**src/rtl/elevator_scan_controller.sv**
```systemverilog
// elevator_scan_controller: SCAN-order N-floor car controller; ELEV_EMERGENCY_HOME_EN adds emergency homing to floor 0
module elevator_scan_controller #(
    parameter int NUM_FLOORS    = 8,
    parameter int FLOOR_W       = 4,
    parameter int TRAVEL_CYCLES = 4,
    parameter int DOOR_CYCLES   = 6,
    parameter int RESET_FLOOR   = 0
) (
    input  logic                  clk,
    input  logic                  rst,
`ifdef ELEV_EMERGENCY_HOME_EN
    input  logic                  emergency,
`endif
    input  logic                  req_valid,
    input  logic [FLOOR_W-1:0]    req_floor,
    input  logic                  door_alert,
    input  logic                  weight_alert,
    output logic [FLOOR_W-1:0]    current_floor,
    output logic                  direction,
    output logic                  moving,
    output logic                  door_open,
    output logic                  arrived,
    output logic [NUM_FLOORS-1:0] pending
);
    typedef enum logic [1:0] {IDLE, MOVING, DOOR} state_t;
    localparam int TW = $clog2(TRAVEL_CYCLES + 1);
    localparam int DW = $clog2(DOOR_CYCLES + 1);
    localparam logic [FLOOR_W:0]   NF     = (FLOOR_W+1)'(NUM_FLOORS);
    localparam logic [FLOOR_W-1:0] TOP    = FLOOR_W'(NUM_FLOORS - 1);
    localparam logic [FLOOR_W-1:0] HOME   = FLOOR_W'(RESET_FLOOR);
    localparam logic [TW-1:0]      T_LOAD = TW'(TRAVEL_CYCLES - 1);
    localparam logic [DW-1:0]      D_LOAD = DW'(DOOR_CYCLES - 1);

    state_t                 state, state_n;
    logic [FLOOR_W-1:0]     floor_n, step_floor;
    logic [NUM_FLOORS-1:0]  pend_n, set_mask, clr_mask, step_mask;
    logic [TW-1:0]          tcnt, tcnt_n;
    logic [DW-1:0]          dcnt, dcnt_n;
    logic                   dir_n, arrived_n, emg, alert, req_ok, same, ahead_up, ahead_dn;

`ifdef ELEV_EMERGENCY_HOME_EN
    assign emg = emergency;
`else
    assign emg = 1'b0;
`endif
    assign alert     = door_alert | weight_alert;
    assign req_ok    = req_valid && !emg && ({1'b0, req_floor} < NF);
    assign same      = req_floor == current_floor;
    assign set_mask  = (req_ok && (state == MOVING || !same)) ? NUM_FLOORS'(1) << req_floor : '0;
    assign moving    = state == MOVING;
    assign door_open = state == DOOR;

    always_comb begin
        ahead_up = 1'b0;
        ahead_dn = 1'b0;
        for (int i = 0; i < NUM_FLOORS; i++) begin
            ahead_up |= pending[i] && (FLOOR_W'(i) > current_floor);
            ahead_dn |= pending[i] && (FLOOR_W'(i) < current_floor);
        end
    end

    always_comb begin
        state_n    = state;
        floor_n    = current_floor;
        dir_n      = direction;
        tcnt_n     = tcnt;
        dcnt_n     = dcnt;
        arrived_n  = 1'b0;
        clr_mask   = '0;
        step_floor = direction ? current_floor + 1'b1 : current_floor - 1'b1;
        step_mask  = NUM_FLOORS'(1) << step_floor;
        unique case (state)
            IDLE: begin
                if (req_ok && same) begin
                    state_n = DOOR;
                    dcnt_n  = D_LOAD;
                end else if (emg) begin
                    state_n = current_floor == '0 ? DOOR : MOVING;
                    dir_n   = 1'b0;
                    tcnt_n  = T_LOAD;
                    dcnt_n  = D_LOAD;
                end else if (|pending && !alert) begin
                    state_n = MOVING;
                    dir_n   = direction ? ahead_up : !ahead_dn;
                    tcnt_n  = T_LOAD;
                end
            end
            MOVING: begin
                if (|tcnt) begin
                    tcnt_n = tcnt - 1'b1;
                end else if (direction ? current_floor == TOP : current_floor == '0) begin
                    state_n = IDLE;
                end else begin
                    floor_n = step_floor;
                    if (emg ? step_floor == '0 : |(pending & step_mask)) begin
                        state_n   = DOOR;
                        dcnt_n    = D_LOAD;
                        arrived_n = !emg;
                        clr_mask  = step_mask;
                    end else begin
                        tcnt_n = T_LOAD;
                    end
                    // emergency turns the car around at the next floor and runs it home
                    if (emg) dir_n = 1'b0;
                end
            end
            DOOR: begin
                if (alert || (req_ok && same) || (emg && current_floor == '0)) begin
                    dcnt_n = D_LOAD;
                end else if (|dcnt) begin
                    dcnt_n = dcnt - 1'b1;
                end else if (emg) begin
                    state_n = MOVING;
                    dir_n   = 1'b0;
                    tcnt_n  = T_LOAD;
                end else begin
                    state_n = IDLE;
                end
            end
            default: state_n = IDLE;
        endcase
        pend_n = emg ? '0 : (pending | set_mask) & ~clr_mask;
    end

    always_ff @(posedge clk or posedge rst) begin
        if (rst) begin
            state         <= IDLE;
            current_floor <= HOME;
            direction     <= 1'b1;
            arrived       <= 1'b0;
            pending       <= '0;
            tcnt          <= '0;
            dcnt          <= '0;
        end else begin
            state         <= state_n;
            current_floor <= floor_n;
            direction     <= dir_n;
            arrived       <= arrived_n;
            pending       <= pend_n;
            tcnt          <= tcnt_n;
            dcnt          <= dcnt_n;
        end
    end
endmodule

```
**config.mk**
```make
export PLATFORM = sky130hd
export DESIGN_NAME = elevator_scan_controller
export DESIGN_NICKNAME = d
export VERILOG_FILES = /design/src/rtl/elevator_scan_controller.sv
export SDC_FILE = /design/constraint.sdc
export NUM_CORES = 1
export LEC_CHECK = 0
export ABC_AREA = 1
export ABC_CLOCK_PERIOD_IN_PS = 5600
export CAP_MARGIN = 10
export CELL_PAD_IN_SITES_DETAIL_PLACEMENT = 0
export CELL_PAD_IN_SITES_GLOBAL_PLACEMENT = 2
export CORE_AREA = 4 4 79 81
export DETAILED_ROUTE_END_ITERATION = 12
export DIE_AREA = 0 0 83 85
export GPL_TIMING_DRIVEN = 1
export PLACE_DENSITY = 0.81
export SLEW_MARGIN = 40
export SYNTH_ARGS = -nofsm -noshare
export SYNTH_HDL_FRONTEND = slang
export SYNTH_SLANG_ARGS = --single-unit
```
**constraint.sdc**
```tcl
create_clock -name clk -period 5.6 [get_ports clk]
set_input_delay 1.12 -clock clk [delete_from_list [all_inputs] [get_ports clk]]
set_output_delay 1.12 -clock clk [all_outputs]
set_load 0.1 [all_outputs]
```
Word-level counts from Yosys, hierarchy flattened. Cells that the tools add are included.

Latch bits: 0. Register bits: 22. Bits of input ports: 9. ROM bits: 0. Memories kept: 0. RAM bits: 0.

$mul: 0. Eq/ne operators: 17. $lt $le $gt $ge: 17. Multiplexer cells: 33. Div/mod/pow operators: 0. Shifts and indexed selects: 2. Add/sub/neg operators: 4. Reduce and logical (&&, ||, !) cells: 38. Bitwise logic cells: 22.

Operators by type and width (number): $mux 8 (5); $mux 3 (11); $logic_and 1x1->1 (20); $and 8x8->8 (2); $gt 3x4->1 const A (4); $lt 3x4->1 const A (4); $reduce_or 8->1 (2); $shl 1x4->8 const A (2); $or 1x1->1 (15); $mux 2 (7); $ne 2x2->1 const B (7); $reduce_and 5->1 (2); $ne 3x3->1 const B (3); $pmux 3 s3 (1); $gt 1x4->1 const A (2); $gt 2x4->1 const A (2); $lt 1x4->1 const A (2); $lt 2x4->1 const A (2); $not 8->8 (1); $or 8x8->8 (1); $mux 1 (6); $ne 3x1->1 const B (2); $pmux 2 s3 (1); $pmux 3 s2 (1); 20 further kinds (28).

Longest topological paths before layout.
Word-level depth: 11. Depth in mapped cells: 15. Mapped depth without buffers: 15.

Worst setup path before layout. OpenSTA, ideal clock, no wires.

Kind: register to output. Start point: register state[1]. End point: output door_open. Slack: 2.738 ns. Cell stages (with the launch flop): 3. Buffers on the path: 0. Arrival time: 1.742 ns. Path through: dfrtp_1 -> inv_1 -> nor2_1.

Cells in the longest elaborated chain, start to end: 1.

Ends and longest elaborated chain: from (decl) (RTL line 34) `state_t state, state_n;`; from (signal assigned) (RTL line 135) `state <= state_n;`; $eq 2x2->1 (RTL line 51) `assign door_open = state == DOOR;`; to (decl) (RTL line 21) `output logic door_open,`.

Every way passes these cells.

Worst setup path in the final report.
Start point: input req_floor[0]. End point: register dcnt[2].

Cells in the longest elaborated chain, start to end: 6.

Ends and longest elaborated chain: from (decl) (RTL line 15) `input logic [FLOOR_W-1:0] req_floor,`; $lt 4x4->1 (RTL line 47) `assign req_ok = req_valid && !emg && ({1'b0, req_floor} < NF);`; $logic_and 1x1->1 (RTL line 47); $logic_and 1x1->1 (*) (RTL line 74, 108); $logic_or 1x1->1 (RTL line 108) `if (alert || (req_ok && same) || (emg && current_floor == '0)) begin`; $ne 3x1->1 (no source line) or $mux 3 (tied branches); $reduce_and 6->1 (no source line) or $pmux 3 s3 (tied branches); to (signal assigned) (RTL line 141) `dcnt <= dcnt_n;`; to (decl) (RTL line 38) `logic [DW-1:0] dcnt, dcnt_n;`.

Mark *: on every way between the ends. The rest lies on a longest branch, timed or not. A chain may end at the register's enable or synchronous reset.

==> impl_metrics.csv <==
group,metric,value,unit
die,die_w,83,µm
drt,wl_per_cell,14.4,µm
clock_network,cts_setup_buffers,0,
synthesis,synthDistinctLibCells,32,
setup_path,crit_fanout,8,
timing,tns,0,ns
synthesis,async_flop_share,100,%
synthesis,synth_top_area_share,29.9,%
grt,overflow,0,
setup_path,worst_setup_path_end_kind,"flop",
drt,drc,0,
hold_path,holdPathEnd,"dcnt[1]$_DFFE_PP0P_",
grt,first_global_vias,1637,
die,core.rowCount,27,
setup_path,rr_worst_depth,14,
setup_path,reg2reg_to,"dcnt[2]$_DFFE_PP0P_",
outcome,status,"completed",
timing,slew_viol_final,0,
placement,io_buffers,24,
grt,grt_pass1_wl,8130,µm
final_layout,final_area,2050,µm²
timing,slew_headroom,65.9,%
drt,drt_iter0_drc,117,
die,initial_core_util,32.1,%
drt,wirelength,4940,µm
synthesis,synth_commonest_cells,"nand2_1 (57), inv_1 (31), dfrtp_1 (21), nand3_1 (21), nor2_1 (20)",
synthesis,yosys_warnings,0,
timing,setup_slack,2.95,ns
timing,fmax,0.378,GHz
drt,ant_nets,0,
timing,period_needed,2.65,ns
clock_network,cts_sinks,22,
synthesis,syn_area,1760,µm²
synthesis,synth_ff_type,"dfrtp_1",
timing,worst-slew-pin-transition,0.510,ns
setup_path,worst-endpoint-arrival,2.82,ns
grt,grt_start_max_net_pins,23,
setup_path,cpMostUsedCell,"nand2_1",
synthesis,avgSynthCellArea,7.12,µm²
final_layout,num-nets-final,289,
synthesis,synth_area_leaders,"dfrtp_1 (30%), nand2_1 (12%), inv_1 (6.6%)",
timing,finalSetupViolCount,0,
clock_network,clk_pin_slew,0.09,ns
clock_network,numCtsBuffers,3,
clock_network,h-tree-depth,1,
placement,dp_slack,2.65,ns
placement,dpl-instance-area,1980,µm²
setup_path,criticalPathCategory,"in -> reg",
placement,hpwl,3800,µm
drt,dr.pass1.iters,4,
hold_path,hold_path_class,"reg -> reg",
timing,post-route-period-util,47.2,%
clock_network,worstSkewPairLatency,0.27,ns
clock_network,tritoncts,"built",
placement,gp_congestion,0.852,
synthesis,yosysMostFrequentCell,"nand2_1",
synthesis,synth_edf_count,0,
job,cap_violations,0,
setup_path,cp.buffers_inverters,3,
hold_path,hold_depth,2,
synthesis,synth_nets,264,
synthesis,synth_seq_cells,22,
setup_path,cp-start-kind,"primary input",
final_layout,drive_gt1_share,17.7,%
drt,viasPerCell,4.85,
timing,final-hold-violation-count,0,
final_layout,fillers,608,
clock_network,clockRootBuffer,"clkbuf_8",
setup_path,slowest_stage,"clkdlybuf4s50_1",
timing,grt_setup_unrepaired,"no",
setup_path,crit_family,"simple AND/OR/NAND/NOR gates",
drt,vias,1662,
setup_path,cp.required,5.77,ns
hold_path,min-delay-start,"dcnt[1]$_DFFE_PP0P_",
clock_network,post_cts_resized,0,
die,core_region_area,5470,µm²
final_layout,diodes,0,
die,die_h,85,µm
setup_path,r2r_setup_slack,3.22,ns
synthesis,synth_cells,247,
clock_network,clockBufferDepth,2,
grt,antenna_found_initial,0,
grt,grt_usage,14.3,%
final_layout,area_growth,16.4,%
setup_path,crit_chain,"clkdlybuf4s50_1 > xor2_1 > nor2_1 > nand3_1 > nand3_1 > inv_1 > nand2_1 > nand2_1 > inv_2 > nand3_2 > nand2_1 > nand2_1",
synthesis,yosysSeqAreaShare,31.4,%
die,io_pins,25,
timing,clock_skew,0.00520,ns
die,dieArea,7060,µm²
clock_network,holdBufCountCts,0,
setup_path,slowest_delay,0.55,ns
setup_path,r2r-start,"current_floor[0]$_DFFE_PP0P_",
synthesis,synth_top_cell_by_area,"dfrtp_1",
## per-layer routing
metal  track usage [%]  up-vias  share of wire [%]  wire [µm]
li1                  -      864                  -          -
met2              22.4       26                 43       2130
met4              4.90        0                1.6         77
met3              2.04        7                2.4        120
met1              20.0      765                 53       2620
met5                 0        -                  0          0
## worst register-to-register path, delay by kind of cell, from the launching register on
family          cells  cell delay [ns]
simple gates       10             0.84
flops               1             0.59
fa+ha+maj           1             0.37
buf+inv             2             0.32
compound gates      1             0.16
## cells by family (layout without fill, tap and decap cells)
kind of cell / count (synthesis) / in the layout / synth area share, %
AOI/OAI and AO/OA: 36 / 36 / 13.2
xor gates and xnor gates: 6 / 6 / 2.99
adders and majority gates: 8 / 8 / 5.69
buffers and inverters: 41 / 65 / 9.74
DFF: 22 / 22 / 31.4
and+or+nand+nor: 134 / 134 / 37.0
## cell type report
| class | count | area (µm²) | area share [%] |
|---|---|---|---|
| Clock buffer | 3 | 41.3 | 2.02 |
| Clock inverter | 1 | 30.0 | 1.47 |
| Inverter | 37 | 139 | 6.78 |
| Multi-Input combinational cell | 184 | 1040 | 50.6 |
| Sequential cell | 22 | 552 | 26.9 |
| Tap cell | 72 | 90.1 | 4.40 |
| Timing Repair Buffer | 24 | 160 | 7.82 |
## how the worst max path moves through the flow
stage	from	to	slack, ns	depth (start not counted)
after global placement	state[1]$_DFFE_PP0P_	moving	2.57	2
after detailed placement	req_floor[0]	dcnt[2]$_DFFE_PP0P_	2.65	12
final	req_floor[0]	dcnt[2]$_DFFE_PP0P_	2.95	12
after global routing	req_floor[1]	dcnt[2]$_DFFE_PP0P_	2.77	12
after floorplan	state[1]$_DFFE_PP0P_	door_open	2.74	2
after CTS	req_floor[0]	pending[4]$_DFF_PP0_	2.95	7
## per-stage QoR
stage,utilization [%],std cells,hold WS (ns)
2_1_floorplan,-,247,0.442
3_3_place_gp,37.6,339,0.467
3_5_place_dp,36.1,339,0.465
4_1_cts,37.4,343,0.490
5_1_grt,37.4,343,0.516
6_report,37.4,343,0.483
## registers in the layout, indices dropped and copies added (netlist names)
register,count
arrived,1
current_floor,4
dcnt,3
direction,1
pending,8
state,2
tcnt,3
## cell usage in the layout, fill, tap and decap left out, types with 2 or more instances in the layout
cell type,instances
inv_2,6
buf_2,16
nor2_4,2
nand3_2,4
nor2_1,20
a21oi_1,11
a2bb2oi_1,2
nor4_1,5
o21ai_0,12
nor2_2,3
a21boi_0,3
clkdlybuf4s50_1,8
nand2_1,57
nand2_2,7
o31ai_1,2
nand3_1,21
ha_1,8
inv_1,30
nand4_1,9
clkbuf_8,3
dfrtp_1,21
xor2_1,6
nor3_1,4
Power is left out: the tool's default activity adds up to more than one toggle a clock period on the data nets, which glitch-free logic cannot reach.
